===== src/rtl/alu_bist_engine_if.sv =====
`default_nettype none
// ============================================================================
//  Module   : alu_bist_engine_if
//  Brief    : Stimulus/response bus between the BIST engine and the 4-bit ALU.
//  Revision : 1.0  initial release
// ============================================================================
interface alu_bist_engine_if;
    logic [3:0] dut_a;
    logic [3:0] dut_b;
    logic [2:0] dut_op;
    logic [3:0] dut_y;
    logic       dut_carry;

    // The engine is master: it drives operands and samples the result.
    modport master (
        output dut_a,
        output dut_b,
        output dut_op,
        input  dut_y,
        input  dut_carry
    );

    modport slave (
        input  dut_a,
        input  dut_b,
        input  dut_op,
        output dut_y,
        output dut_carry
    );
endinterface
`default_nettype wire


===== src/rtl/alu_bist_engine.sv =====
`default_nettype none
// ============================================================================
//  Module   : alu_bist_engine
//  Brief    : On-chip BIST for the 4-bit 8-op ALU: exhaustive or LFSR stimulus,
//             latency-aligned checking, mismatch count and first-fail capture.
//  Revision : 1.0  initial release
// ============================================================================
module alu_bist_engine #(
    parameter int DUT_LATENCY = 0,
    parameter int NUM_RANDOM  = 256
) (
    input  logic               clk,
    input  logic               rst,
    input  logic               start,
    input  logic               mode,
    input  logic [10:0]        seed,
    alu_bist_engine_if.master  alu,
    output logic               busy,
    output logic               done,
    output logic               pass,
    output logic [11:0]        err_count,
    output logic [15:0]        fail_vec
);

    localparam logic [11:0] c_NUM_EXH    = 12'd2048;
    localparam logic [11:0] c_NUM_RND    = 12'(NUM_RANDOM);
    localparam logic [11:0] c_ERR_MAX    = 12'hFFF;
    localparam logic [1:0]  c_DRAIN_LAST = 2'(DUT_LATENCY - 1);

    typedef enum logic [1:0] {
        S_IDLE  = 2'd0,
        S_RUN   = 2'd1,
        S_DRAIN = 2'd2,
        S_DONE  = 2'd3
    } state_t;

    state_t      r_state;
    state_t      w_next;

    logic        r_mode;
    logic [10:0] r_vec;
    logic [11:0] r_issued;
    logic [1:0]  r_drain;
    logic [11:0] r_err;
    logic [15:0] r_fail;

    logic        w_start_ok;
    logic [11:0] w_total;
    logic        w_last;
    logic [10:0] w_seed_init;
    logic [10:0] w_vec_step;

    logic        w_chk_valid;
    logic [10:0] w_chk_vec;
    logic [2:0]  w_chk_op;
    logic [3:0]  w_chk_a;
    logic [3:0]  w_chk_b;
    logic [4:0]  w_exp;
    logic        w_mismatch;

    assign w_start_ok  = start && ((r_state == S_IDLE) || (r_state == S_DONE));
    assign w_total     = r_mode ? c_NUM_RND : c_NUM_EXH;
    assign w_last      = (r_state == S_RUN) && (r_issued == (w_total - 12'd1));
    assign w_seed_init = (seed == 11'd0) ? 11'h001 : seed;
    // r_vec doubles as generator state: counter in exhaustive mode, LFSR otherwise.
    assign w_vec_step  = r_mode ? {r_vec[9:0], r_vec[10] ^ r_vec[8]} : (r_vec + 11'd1);

    // ------------------------------------------------------------------
    // Control FSM
    // ------------------------------------------------------------------
    always_ff @(posedge clk) begin
        if (rst) begin
            r_state <= S_IDLE;
        end else begin
            r_state <= w_next;
        end
    end

    always_comb begin
        w_next = r_state;
        unique case (r_state)
            S_IDLE, S_DONE: begin
                if (w_start_ok) begin
                    w_next = S_RUN;
                end
            end
            S_RUN: begin
                if (w_last) begin
                    w_next = (DUT_LATENCY == 0) ? S_DONE : S_DRAIN;
                end
            end
            S_DRAIN: begin
                if (r_drain == c_DRAIN_LAST) begin
                    w_next = S_DONE;
                end
            end
            default: w_next = S_IDLE;
        endcase
    end

    // ------------------------------------------------------------------
    // Stimulus generation
    // ------------------------------------------------------------------
    always_ff @(posedge clk) begin
        if (rst) begin
            r_mode   <= 1'b0;
            r_vec    <= 11'd0;
            r_issued <= 12'd0;
            r_drain  <= 2'd0;
        end else begin
            if (w_start_ok) begin
                r_mode   <= mode;
                r_vec    <= mode ? w_seed_init : 11'd0;
                r_issued <= 12'd0;
            end else if (r_state == S_RUN) begin
                if (w_last) begin
                    r_vec <= 11'd0;
                end else begin
                    r_vec    <= w_vec_step;
                    r_issued <= r_issued + 12'd1;
                end
            end
            r_drain <= (r_state == S_DRAIN) ? (r_drain + 2'd1) : 2'd0;
        end
    end

    assign alu.dut_op = r_vec[10:8];
    assign alu.dut_a  = r_vec[7:4];
    assign alu.dut_b  = r_vec[3:0];

    // ------------------------------------------------------------------
    // Delay line aligning each issued vector with its ALU response
    // ------------------------------------------------------------------
    generate
        if (DUT_LATENCY == 0) begin : g_lat0
            assign w_chk_valid = (r_state == S_RUN);
            assign w_chk_vec   = r_vec;
        end else begin : g_latn
            logic [10:0]            r_dl_vec [DUT_LATENCY];
            logic [DUT_LATENCY-1:0] r_dl_vld;

            always_ff @(posedge clk) begin
                if (rst) begin
                    r_dl_vld <= '0;
                    for (int i = 0; i < DUT_LATENCY; i++) begin
                        r_dl_vec[i] <= 11'd0;
                    end
                end else begin
                    r_dl_vld[0] <= (r_state == S_RUN);
                    r_dl_vec[0] <= r_vec;
                    for (int i = 1; i < DUT_LATENCY; i++) begin
                        r_dl_vld[i] <= r_dl_vld[i-1];
                        r_dl_vec[i] <= r_dl_vec[i-1];
                    end
                end
            end

            assign w_chk_valid = r_dl_vld[DUT_LATENCY-1];
            assign w_chk_vec   = r_dl_vec[DUT_LATENCY-1];
        end
    endgenerate

    assign w_chk_op = w_chk_vec[10:8];
    assign w_chk_a  = w_chk_vec[7:4];
    assign w_chk_b  = w_chk_vec[3:0];

    // ------------------------------------------------------------------
    // Golden ALU model, result packed as {carry, y}
    // ------------------------------------------------------------------
    always_comb begin
        w_exp = 5'd0;
        unique case (w_chk_op)
            3'b000:  w_exp = {1'b0, w_chk_a} + {1'b0, w_chk_b};
            3'b001:  w_exp = {(w_chk_a < w_chk_b), (w_chk_a - w_chk_b)};
            3'b010:  w_exp = {1'b0, w_chk_a & w_chk_b};
            3'b011:  w_exp = {1'b0, w_chk_a | w_chk_b};
            3'b100:  w_exp = {1'b0, w_chk_a ^ w_chk_b};
            3'b101:  w_exp = {1'b0, ~w_chk_a};
            3'b110:  w_exp = {1'b0, w_chk_a};
            default: w_exp = {1'b0, w_chk_b};
        endcase
    end

    assign w_mismatch = w_chk_valid && ({alu.dut_carry, alu.dut_y} != w_exp);

    // ------------------------------------------------------------------
    // Result collection
    // ------------------------------------------------------------------
    always_ff @(posedge clk) begin
        if (rst) begin
            r_err  <= 12'd0;
            r_fail <= 16'd0;
        end else if (w_start_ok) begin
            r_err  <= 12'd0;
            r_fail <= 16'd0;
        end else if (w_mismatch) begin
            if (r_err != c_ERR_MAX) begin
                r_err <= r_err + 12'd1;
            end
            // A zero count means this is the first failure since start.
            if (r_err == 12'd0) begin
                r_fail <= {w_chk_vec, alu.dut_y, alu.dut_carry};
            end
        end
    end

    assign busy      = (r_state == S_RUN) || (r_state == S_DRAIN);
    assign done      = (r_state == S_DONE);
    assign pass      = done && (r_err == 12'd0);
    assign err_count = r_err;
    assign fail_vec  = r_fail;

endmodule
`default_nettype wire


===== src/flat_wrapper.sv =====
// flat-port wrapper written by rule: the top's interface ports become plain ports
module alu_bist_engine_flat 
#(
    parameter int DUT_LATENCY = 0,
    parameter int NUM_RANDOM  = 256
)
  (clk, rst, start, mode, seed, busy, done, pass, err_count, fail_vec, alu_dut_a, alu_dut_b, alu_dut_op, alu_dut_y, alu_dut_carry);
  alu_bist_engine_if alu_i ();
  input  logic clk;
  input  logic rst;
  input  logic start;
  input  logic mode;
  input  logic [10:0] seed;
  output logic busy;
  output logic done;
  output logic pass;
  output logic [11:0] err_count;
  output logic [15:0] fail_vec;
  output wire logic [$bits(alu_i.dut_a)-1:0] alu_dut_a;
  output wire logic [$bits(alu_i.dut_b)-1:0] alu_dut_b;
  output wire logic [$bits(alu_i.dut_op)-1:0] alu_dut_op;
  input wire logic [$bits(alu_i.dut_y)-1:0] alu_dut_y;
  input wire logic [$bits(alu_i.dut_carry)-1:0] alu_dut_carry;
  assign alu_dut_a = alu_i.dut_a;
  assign alu_dut_b = alu_i.dut_b;
  assign alu_dut_op = alu_i.dut_op;
  assign alu_i.dut_y = alu_dut_y;
  assign alu_i.dut_carry = alu_dut_carry;
  alu_bist_engine #(.DUT_LATENCY(DUT_LATENCY), .NUM_RANDOM(NUM_RANDOM)) u_core (.clk(clk), .rst(rst), .start(start), .mode(mode), .seed(seed), .alu(alu_i), .busy(busy), .done(done), .pass(pass), .err_count(err_count), .fail_vec(fail_vec));
endmodule

===== config.mk =====
export PLATFORM = sky130hd
export DESIGN_NAME = alu_bist_engine_flat
export DESIGN_NICKNAME = d
export VERILOG_FILES = /design/src/rtl/alu_bist_engine_if.sv /design/src/rtl/alu_bist_engine.sv /design/src/flat_wrapper.sv
export SDC_FILE = /design/constraint.sdc
export NUM_CORES = 1
export LEC_CHECK = 0
export BUFFER_PORTS_ARGS = -buffer_cell sky130_fd_sc_hd__buf_2
export CAP_MARGIN = 40
export CORE_MARGIN = 2
export CORE_UTILIZATION = 57
export DETAILED_ROUTE_END_ITERATION = 6
export GPL_TIMING_DRIVEN = 0
export HOLD_SLACK_MARGIN = 0.06
export PLACE_DENSITY = 0.78
export SYNTH_ARGS = -nofsm -noshare
export SYNTH_HDL_FRONTEND = slang
export SYNTH_SLANG_ARGS = --single-unit

===== constraint.sdc =====
create_clock -name clk -period 6.1 [get_ports clk]
set_input_delay 0.305 -clock clk [delete_from_list [all_inputs] [get_ports clk]]
set_output_delay 0.305 -clock clk [all_outputs]
set_load 0.01 [all_outputs]

# After elaboration in Yosys (flattened, before gate mapping)
# Index checks and enable logic that the tools add are counted.
dict set report word_totals {
  reg_bits 56
  inputBits 20
  word_cells 68
}
dict set report op_classes {
  addsub 7
  magnitude_cmp 1
  eq_ne 16
  muxes 12
  n_bitwise 7
  n_reduce_logical 18
}
# operator n
set op_table {}
lappend op_table {{11-bit 2-to-1 mux} 6}
lappend op_table {{5-bit case mux with 7 select lines} 1}
lappend op_table {{12-bit by 1-bit adder with 12-bit output (second input constant)} 2}
lappend op_table {{12-bit == test} 1}
lappend op_table {{12-bit zero test} 1}
lappend op_table {{12-bit 2-to-1 mux} 1}
lappend op_table {{12-bit != test (second input constant)} 1}
lappend op_table {{12-bit by 1-bit subtractor with 12-bit output (second input constant)} 1}
lappend op_table {{11-bit by 1-bit adder with 11-bit output (second input constant)} 1}
lappend op_table {{11-bit zero test} 1}
lappend op_table {{3-bit == test (second input constant)} 3}
lappend op_table {{2-bit == test (second input constant)} 3}
lappend op_table {{3-bit by 2-bit == test with 1-bit output (second input constant)} 2}
lappend op_table {{2-bit 2-to-1 mux} 3}
lappend op_table {{2-bit by 1-bit != test with 1-bit output (second input constant)} 3}
lappend op_table {{2-bit case mux with 3 select lines} 1}
lappend op_table {{2-bit AND reduction} 3}
lappend op_table {{2-bit OR reduction} 3}
lappend op_table {{4-bit by 4-bit adder with 5-bit output} 1}
lappend op_table {{5-bit != test} 1}
lappend op_table {{4-bit bitwise AND} 1}
lappend op_table {{1-bit logical AND} 4}
lappend op_table {{4-bit < comparator} 1}
lappend op_table {{4-bit NOT} 1}
lappend op_table {{13 further kinds} 15}

# Longest topological paths before layout
# Gate-level depths: netlist (run 1).
dict set report logic_depth {
  ltp_word 7
  depth_mapped 14
  depth_no_buf 12
}

# Worst setup path before layout (run 1)
# No wires, ideal clock.
dict set report synth_path {
  path_kind {reg2reg}
  from {register u_core.r_vec[0]}
  to {register u_core.r_fail[10] (netlist: u_core.fail_vec[10])}
  arrival_ps 3075
  required_time_ps 6028
  path_slack_ps 2953
  path_stages_with_launch 14
  path_buffers 2
  period_less_slack_ps 3147
  cell_sequence {dfxtp_1 > ha_1 > inv_1 > fa_1 > nor2b_1 > or3_1 > a311oi_1 > xnor2_1 > nand2_1 > nor4_2 > nand3b_1 > buf_6 > buf_8 > mux2i_1}
}
dict set report synth_between {
  elab_chain_cells 5
  elab_cells_between_ends 10
  classes_between {2 x add/sub; 1 x order compare; 1 x eq/ne; 1 x mux; 3 x bitwise; 2 x reduce/logical}
}
# item line_no
set synth_rtl {}
lappend synth_rtl {{start: declaration} alu_bist_engine.sv:41} ;# logic [10:0] r_vec;
lappend synth_rtl {{start signal: assignment} alu_bist_engine.sv:113} ;# r_vec <= mode ? w_seed_init : 11'd0;
lappend synth_rtl {{start signal: assignment} alu_bist_engine.sv:119} ;# r_vec <= w_vec_step;
lappend synth_rtl {{4-bit subtractor (tied with other cells)} alu_bist_engine.sv:174} ;# 3'b001: w_exp = {(w_chk_a < w_chk_b), (w_chk_a - w_chk_b)};
lappend synth_rtl {{5-bit case mux with 7 select lines (*)} alu_bist_engine.sv:172} ;# unique case (w_chk_op)
lappend synth_rtl {{5-bit != test (*)} alu_bist_engine.sv:184} ;# assign w_mismatch = w_chk_valid && ({alu.dut_carry, alu.dut_y} != w_exp);
lappend synth_rtl {{1-bit logical AND (*)} alu_bist_engine.sv:184}
lappend synth_rtl {{2-bit AND reduction (no source line) (*)} --}
lappend synth_rtl {{end signal: assignment} alu_bist_engine.sv:202} ;# r_fail <= {w_chk_vec, alu.dut_y, alu.dut_carry};
lappend synth_rtl {{end: declaration} alu_bist_engine.sv:45} ;# logic [15:0] r_fail;
# Mark *: on every way between the ends. The rest lies on a longest branch, timed or not.
# A chain may end at the register's enable or synchronous reset.

# Worst setup path after layout (run 1)
dict set report layout_path {
  from {register u_core.r_vec[0]}
  to {register u_core.r_fail[4] (netlist: u_core.fail_vec[4])}
}
# The elaborated chain is that of the path after synthesis.

==> metrics.md, run 1 <==
| Metric | Value |
|---|---|
| Crit path max fanout | `11` |
| Commonest non-fill, non-tap cells in the layout | `buf_2 (64), nand2_1 (59), dfxtp_1 (56), nor2_1 (38), a21oi_1 (27)` |
| HP Class | `in2reg` |
| Reg2reg end | `u_core.fail_vec[4]` |
| Tmin final | `between 3 and 4 ns` |
| Initial core utilization | `roughly three fifths` |
| Crit end category | `register` |
| # Post-CTS Setup Buffers | `0` |
| Final core occ | `between 60% and 70%` |
| Die width | `83.1 um` |
| Fmax | `0.271 GHz` |
| Clock latency on the worst-skew pair | `~0.32 ns` |
| Hold endpoint | `u_core.fail_vec[2]` |
| Placed Instance Area | `3960 um2` |
| Layout area overhead | `13.6%` |
| FFs w/ async S/R, synth | `0%` |
| Vias post-DR | `3478` |
| Inst Count DP | `between 500 and 600` |
| Critical Path RT | `about 6.4 ns` |
| Fin cells | `approximately 590` |
| Pre-antenna DRT Iters | `4` |
| Tot Pwr | `1.76 mW` |
| Yosys top cell area share | `31.4%` |
| R2r worst-path depth | `13` |
| Finished Cell Area | `4060 um2` |
| Reg clk slew, reported paths | `roughly 0.11 ns` |
| H-tree depth | `2` |
| Worst r2r src | `u_core.r_vec[0]` |
| First-pass GRT wire length | `approximately 15000 um` |
| Worst-Margin Slew | `around 0.85 ns` |
| Fin nets | `approximately 560` |
| Max Root-Sink Buffers | `2` |
| Detailed placer's ending HPWL | `6590 um` |
| Die ar. | `6910 um2` |
| CTS Buf Count | `5` |
| Hold Crit Start | `alu_dut_y[1]` |
| Leakage power | `around 1.7 nW` |
| Startpoint Class | `register` |
| GRT Overall Usage | `between 20% and 30%` |
| RSZ-0062 raised after global routing | `false` |
| Core region area | `about 6000 um2` |
| Critical path arrival | `3.95 ns` |
| Cell taking the most area after synthesis | `dfxtp_1` |
| Iter 0 DRT Violations | `about 270` |
| PwrDens | `approximately 440 nW/um2` |
| Synth top area cells | `dfxtp_1 (31%), ha_1 (7.0%), nand2_1 (6.2%)` |
| Synth warn | `0` |
| Fin crit share | `about three fifths` |
| Syn Nets | `between 400 and 500` |
| Peak VDD IR | `between 300 and 400 uV` |
| Hold Buf Count CTS | `0` |
| Fill cell count | `between 500 and 600` |
| CP Class | `reg2reg` |
| Post-synth cell types | `between 50 and 60` |
| Endpoints failing setup | `0` |
| Sink Count | `between 50 and 60` |
| Routed WL | `8930 um` |
| Share of layout cells above drive strength 1 | `~17%` |
| Drt drc | `0` |
| Worst Clk Skew | `around 0.013 ns` |
| Final Hold Fails | `0` |
| Initial antenna violation count | `0` |
| CTS Root Cell | `clkbuf_8` |
| Status | `finished, final reports clean` |
| Hold path depth | `3` |
| IO Port Bufs | `60` |
| Rel. slew slack | `43.2%` |
| Grt total ovfl | `0` |
| Antenna diodes | `0` |
| Setup_tns | `0 ns` |
| Num rows | `28` |
| Top_reg_cell synth | `dfxtp_1` |
| Routed Antenna Nets | `0` |
| Vias/cell | `about 5.9` |
| Slew Viols, Final | `0` |
| Seq cells post-synth | `56` |
| # resized after CTS | `0` |
| Seq/Total Area, Yosys | `a little under a third` |
| Ports | `62` |
| Max-cap violation count | `0` |
| Most common cell after layout, fill and taps aside | `buf_2` |
| Wire per inst | `around 15 um` |
| Post-Syn Area per Cell | `between 8 and 9 um2` |
| Cell count after synthesis | `between 400 and 500` |
| Die height | `83.1 um` |
| Number of enable flip-flop cells after synthesis | `0` |
| Internal reg-to-reg setup slack | `roughly 2.4 ns` |
| RePlAce Congestion | `0.959` |
| Area of the mapped netlist | `approximately 3600 um2` |
| Pin count of the biggest net entering global routing | `19` |
| TritonCTS clock tree | `built` |
| Vias in the first global route | `3161` |
-- power breakdown --
group	switching [mW]	internal (mW)
logic	0.584	0.417
registers	0.117	0.431
clock network	0.133	0.0829
-- cell usage after synthesis, types with 2 or more instances --
| library cell | instances |
|---|---|
| a211oi_1 | 8 |
| a21oi_1 | 27 |
| a22oi_1 | 4 |
| a311o_1 | 2 |
| and2_1 | 5 |
| and3_1 | 6 |
| buf_2 | 4 |
| buf_4 | 3 |
| buf_6 | 2 |
| clkbuf_1 | 17 |
| dfxtp_1 | 56 |
| fa_1 | 2 |
| ha_1 | 20 |
| inv_1 | 21 |
| inv_2 | 3 |
| mux2i_1 | 22 |
| nand2_1 | 59 |
| nand2b_1 | 5 |
| nand3_1 | 17 |
| nand3b_1 | 4 |
| nand4_1 | 9 |
| nor2_1 | 38 |
| nor2b_1 | 4 |
| nor3_1 | 4 |
| nor4_1 | 7 |
| o211ai_1 | 9 |
| o21ai_0 | 23 |
| o21ai_1 | 2 |
| o2bb2ai_1 | 2 |
| o31a_1 | 2 |
| o31ai_1 | 2 |
| or3_1 | 9 |
| or4_1 | 5 |
| xnor2_1 | 8 |
| xor2_1 | 11 |
-- final cells by class --
type | instances | area [um2] | area share (%)
inverters | 24 | 90.1 | 2.22
plain buffers | 27 | 144 | 3.55
multi-input cells | 339 | 2210 | 54.6
repair buffers | 60 | 300 | 7.41
well taps | 75 | 93.8 | 2.31
flip-flops and latches | 56 | 1120 | 27.6
clock inverters | 3 | 22.5 | 0.555
clock buffers | 5 | 68.8 | 1.70
-- registers in the layout, summed over array words and instances, names as in the netlist --
register,flops
u_core.err_count,12
u_core.fail_vec,16
u_core.r_drain,2
u_core.r_issued,12
u_core.r_mode,1
u_core.r_state,2
u_core.r_vec,11
-- worst max-delay path: stages (launching register included) --
cell and delay [ns]:
dfxtp_1 0.66, ha_1 0.24, inv_1 0.07, fa_1 0.37, nor2b_1 0.15, or3_1 0.34, a311oi_1 0.30, xnor2_1 0.16
nand2_1 0.11, nor4_2 0.50, nand3b_1 0.19, buf_6 0.16, buf_8 0.16, mux2i_1 0.21
-- worst max path at each step --
stage                         start                   to  slack (ns)  depth (start not counted)
floorplan           u_core.r_vec[0]  u_core.fail_vec[10]        2.95                         13
global placement    u_core.r_vec[1]  u_core.err_count[1]        2.47                         11
detailed placement  u_core.r_vec[1]   u_core.fail_vec[4]        2.46                         12
CTS                 u_core.r_vec[1]   u_core.fail_vec[4]        2.43                         12
global route        u_core.r_vec[1]  u_core.err_count[1]        2.13                         11
finish              u_core.r_vec[0]   u_core.fail_vec[4]        2.40                         13
-- through the flow --
step	setup slack, ns	hold WS (ns)
after floorplan	2.95	0.405
after global placement	2.47	0.412
after detailed placement	2.46	0.422
after CTS	2.43	0.249
after global routing	2.13	0.260
final	2.40	0.248
-- routing by layer --
layer	vias to the layer above	track usage (%)	routed length, um
met5	-	0	0
met4	0	6.11	147
met3	16	3.28	448
met2	121	40.8	3950
met1	1631	35.1	4380
li1	1710	-	-
-- kinds of logic after synthesis --
logic type,after synthesis,synth area share (%)
simple gates,181,25.2
compound gates,93,16.9
flops,56,31.4
buf+inv,51,6.55
mux,24,7.12
fa+ha+maj,22,8.13
xor+xnor,19,4.66
Power figures use the tool's default switching activity.
==> run 2: changes to the inputs <==
CORE_UTILIZATION = 51   (was 57)
PLACE_DENSITY = 0.74   (was 0.78)
clock period = 3.32 ns   (was 6.1 ns; I/O delays follow)
==> run 2 against run 1 <==
Effect of this change:
- power increased by 100%
- core utilization decreased by 3.9 points
- critical path depth unchanged
- critical path type unchanged
- highest routed layer unchanged
==> metrics.md, run 2 (synthesized netlist as in run 1, its figures left out) <==
| Metric | Value |
|---|---|
| Worst-Margin Slew | `0.796 ns (was 0.853 ns)` |
| IO Port Bufs | `60 (unchanged)` |
| Max-cap violation count | `0 (unchanged)` |
| Final core occ | `63.8% (was 67.7%)` |
| Initial core utilization | `52.5% (was 59.6%)` |
| Core region area | `6790 um2 (was 5990 um2)` |
| CP cell instances | `ha_4 > inv_2 > fa_2 > nor2b_4 > or3_1 > a311oi_2 > xnor2_1 > nand2_1 > nor4_4 > nand3b_1 > buf_6 > buf_12 > mux2i_1 (was ha_1 > inv_1 > fa_1 > nor2b_1 > or3_1 > a311oi_1 > xnor2_1 > nand2_1 > nor4_2 > nand3b_1 > buf_6 > buf_8 > mux2i_1)` |
| Tot Pwr | `3.58 mW (was 1.76 mW)` |
| Critical path's top delay family | `simple AND/OR/NAND/NOR gates (unchanged)` |
| Startpoint Class | `register (unchanged)` |
| GRT Overall Usage | `23.6% (was 25.0%)` |
| H-tree depth | `2 (unchanged)` |
| Vias in the first global route | `3097 (was 3161)` |
| Highest metal used | `met4 (unchanged)` |
| Worst path max stage delay | `0.44 ns (was 0.66 ns)` |
| TritonCTS clock tree | `built (unchanged)` |
| Die ar. | `7680 um2 (was 6910 um2)` |
| Crit path max fanout | `9 (was 11)` |
| Antenna diodes | `0 (unchanged)` |
| Share of layout cells above drive strength 1 | `22.6% (was 16.9%)` |
| Detailed placer's ending HPWL | `6630 um (was 6590 um)` |
| Fin nets | `571 (was 555)` |
| Met3 routed WL | `624 um (was 448 um)` |
| CP Class | `reg2reg (unchanged)` |
| Inst Count DP | `602 (was 581)` |
| Critical Path RT | `3.56 ns (was 6.35 ns)` |
| Num rows | `30 (was 28)` |
| Max FFs per register | `16 (unchanged)` |
| Leakage power | `1.86 nW (was 1.75 nW)` |
| Grt total ovfl | `0 (unchanged)` |
| WP buf/inv | `3 (unchanged)` |
| Hold WS | `0.107 ns (was 0.248 ns)` |
| CTS Buf Count | `5 (unchanged)` |
| CTS Root Cell | `clkbuf_8 (unchanged)` |
| Die height | `87.7 um (was 83.1 um)` |
| Crit end category | `register (unchanged)` |
| Initial antenna violation count | `0 (unchanged)` |
| Pre-antenna DRT Iters | `5 (was 4)` |
| Final Hold Fails | `0 (unchanged)` |
| Vias post-DR | `3523 (was 3478)` |
| Worst Clk Skew | `0.0114 ns (was 0.0129 ns)` |
| PwrDens | `825 nW/um2 (was 435 nW/um2)` |
| Status | `finished, final reports clean (unchanged)` |
| Fin cells | `626 (was 589)` |
| Routed WL | `9290 um (was 8930 um)` |
| Slowest cell on the critical path | `dfxtp_4 (was dfxtp_1)` |
| RSZ-0062 raised after global routing | `true (was false)` |
| Layout area overhead | `21.3% (was 13.6%)` |
| Iter 0 DRT Violations | `199 (was 272)` |
| Vias/cell | `5.63 (was 5.90)` |
| Slew Viols, Final | `0 (unchanged)` |
| Fmax | `0.317 GHz (was 0.271 GHz)` |
| HP Class | `in2reg (unchanged)` |
| Ports | `62 (unchanged)` |
| Commonest non-fill, non-tap cells in the layout | `buf_2 (64), nand2_1 (59), dfxtp_1 (50), nor2_1 (38), a21oi_1 (27) (was buf_2 (64), nand2_1 (59), dfxtp_1 (56), nor2_1 (38), a21oi_1 (27))` |
| Met2 wire length | `4380 um (was 3950 um)` |
| Wire per inst | `14.8 um (was 15.2 um)` |
| Reg clk slew, reported paths | `0.11 ns (about the same)` |
| Fill cell count | `603 (was 529)` |
| RePlAce Congestion | `0.911 (was 0.959)` |
| Endpoints failing setup | `0 (unchanged)` |
| Hold Buf Count CTS | `0 (unchanged)` |
| Drt drc | `0 (unchanged)` |
| Max Root-Sink Buffers | `2 (unchanged)` |
| Sink Count | `56 (unchanged)` |
| Most common cell after layout, fill and taps aside | `buf_2 (unchanged)` |
| Peak VDD IR | `423 uV (was 306 uV)` |
| Routed met1 length | `4170 um (was 4380 um)` |
| Clock latency on the worst-skew pair | `0.32 ns (about the same)` |
| Tmin final | `3.16 ns (was 3.70 ns)` |
| Multi-input logic area | `2280 um2 (was 2210 um2)` |
| Critical path arrival | `3.40 ns (was 3.95 ns)` |
| Rel. slew slack | `46.9% (was 43.2%)` |
| Register area | `1140 um2 (was 1120 um2)` |
| First-pass GRT wire length | `14500 um (was 14600 um)` |
| Routed Antenna Nets | `0 (unchanged)` |
| Fin crit share | `95.1% (was 60.6%)` |
| Pin count of the biggest net entering global routing | `20 (was 19)` |
| Die width | `87.7 um (was 83.1 um)` |
==> run 2: cell types whose count changed in the layout (fill, tap and decap cells not counted), moves of 2 or more <==
cell        change
buf_4          +14
dfxtp_1         -6
buf_12          +2
dfxtp_4         +3
clkbuf_1        -2
ha_4            +2
dfxtp_2         +3
inv_1           -2
clkinvlp_4      +2
ha_1            -2
==> run 2: power by group <==
part | internal (mW) | switching [mW] | leakage [nW]
combinational | 0.976 | 1.19 | 1.36
sequential | 0.807 | 0.206 | 0.458
clock | 0.156 | 0.242 | 0.0463
==> run 2: final cells by class <==
class	count	share of cell area, %
timing repair buffer	76	10.4
sequential	56	26.2
tap	96	2.77
multi-input combinational	339	52.6
inverter	24	2.22
clock buffer	5	1.59
buffer	27	3.55
clock inverter	3	0.635
==> run 2: worst min-delay path, stage by stage <==
cell and delay [ns]:
buf_2 0.11, nand2_1 0.05, mux2i_1 0.05
==> run 2: stage by stage <==
stage,setup TNS [ns],instance area [um2],worst slack (ns)
global placement,-6.28,3990,-0.288
floorplan,0,3570,0.173
global route,-0.282,4330,-0.0499
CTS,0,4110,0.0607
finish,0,4330,0.163
detailed placement,-6.54,3990,-0.325
==> run 2: repair_timing <==
action / 4_1_cts / 5_1_grt
gates resized for setup: 7 / 21
endpoints found under the setup margin: 28 / 22
pin swaps: 1 / 6
cloned: 0 / 1
buffers inserted: 1 / 14
==> run 2: layer usage <==
| layer | GRT usage (%) | vias up |
|---|---|---|
| met1 | 33.1 | 1624 |
| met3 | 4.34 | 11 |
| met2 | 36.6 | 150 |
| met5 | 0 | - |
| met4 | 7.69 | 0 |
| li1 | - | 1738 |
==> run 2: worst paths after layout <==
kind | startpoint | endpoint | slack, ns | depth (start not counted)
max | u_core.r_vec[0] | u_core.fail_vec[2] | 0.16 | 13
min | alu_dut_y[0] | u_core.fail_vec[1] | 0.11 | 3
max reg2reg | u_core.r_vec[0] | u_core.fail_vec[2] | 0.16 | 13
min reg2reg | u_core.r_drain[0] | u_core.r_drain[0] | 0.44 | 1
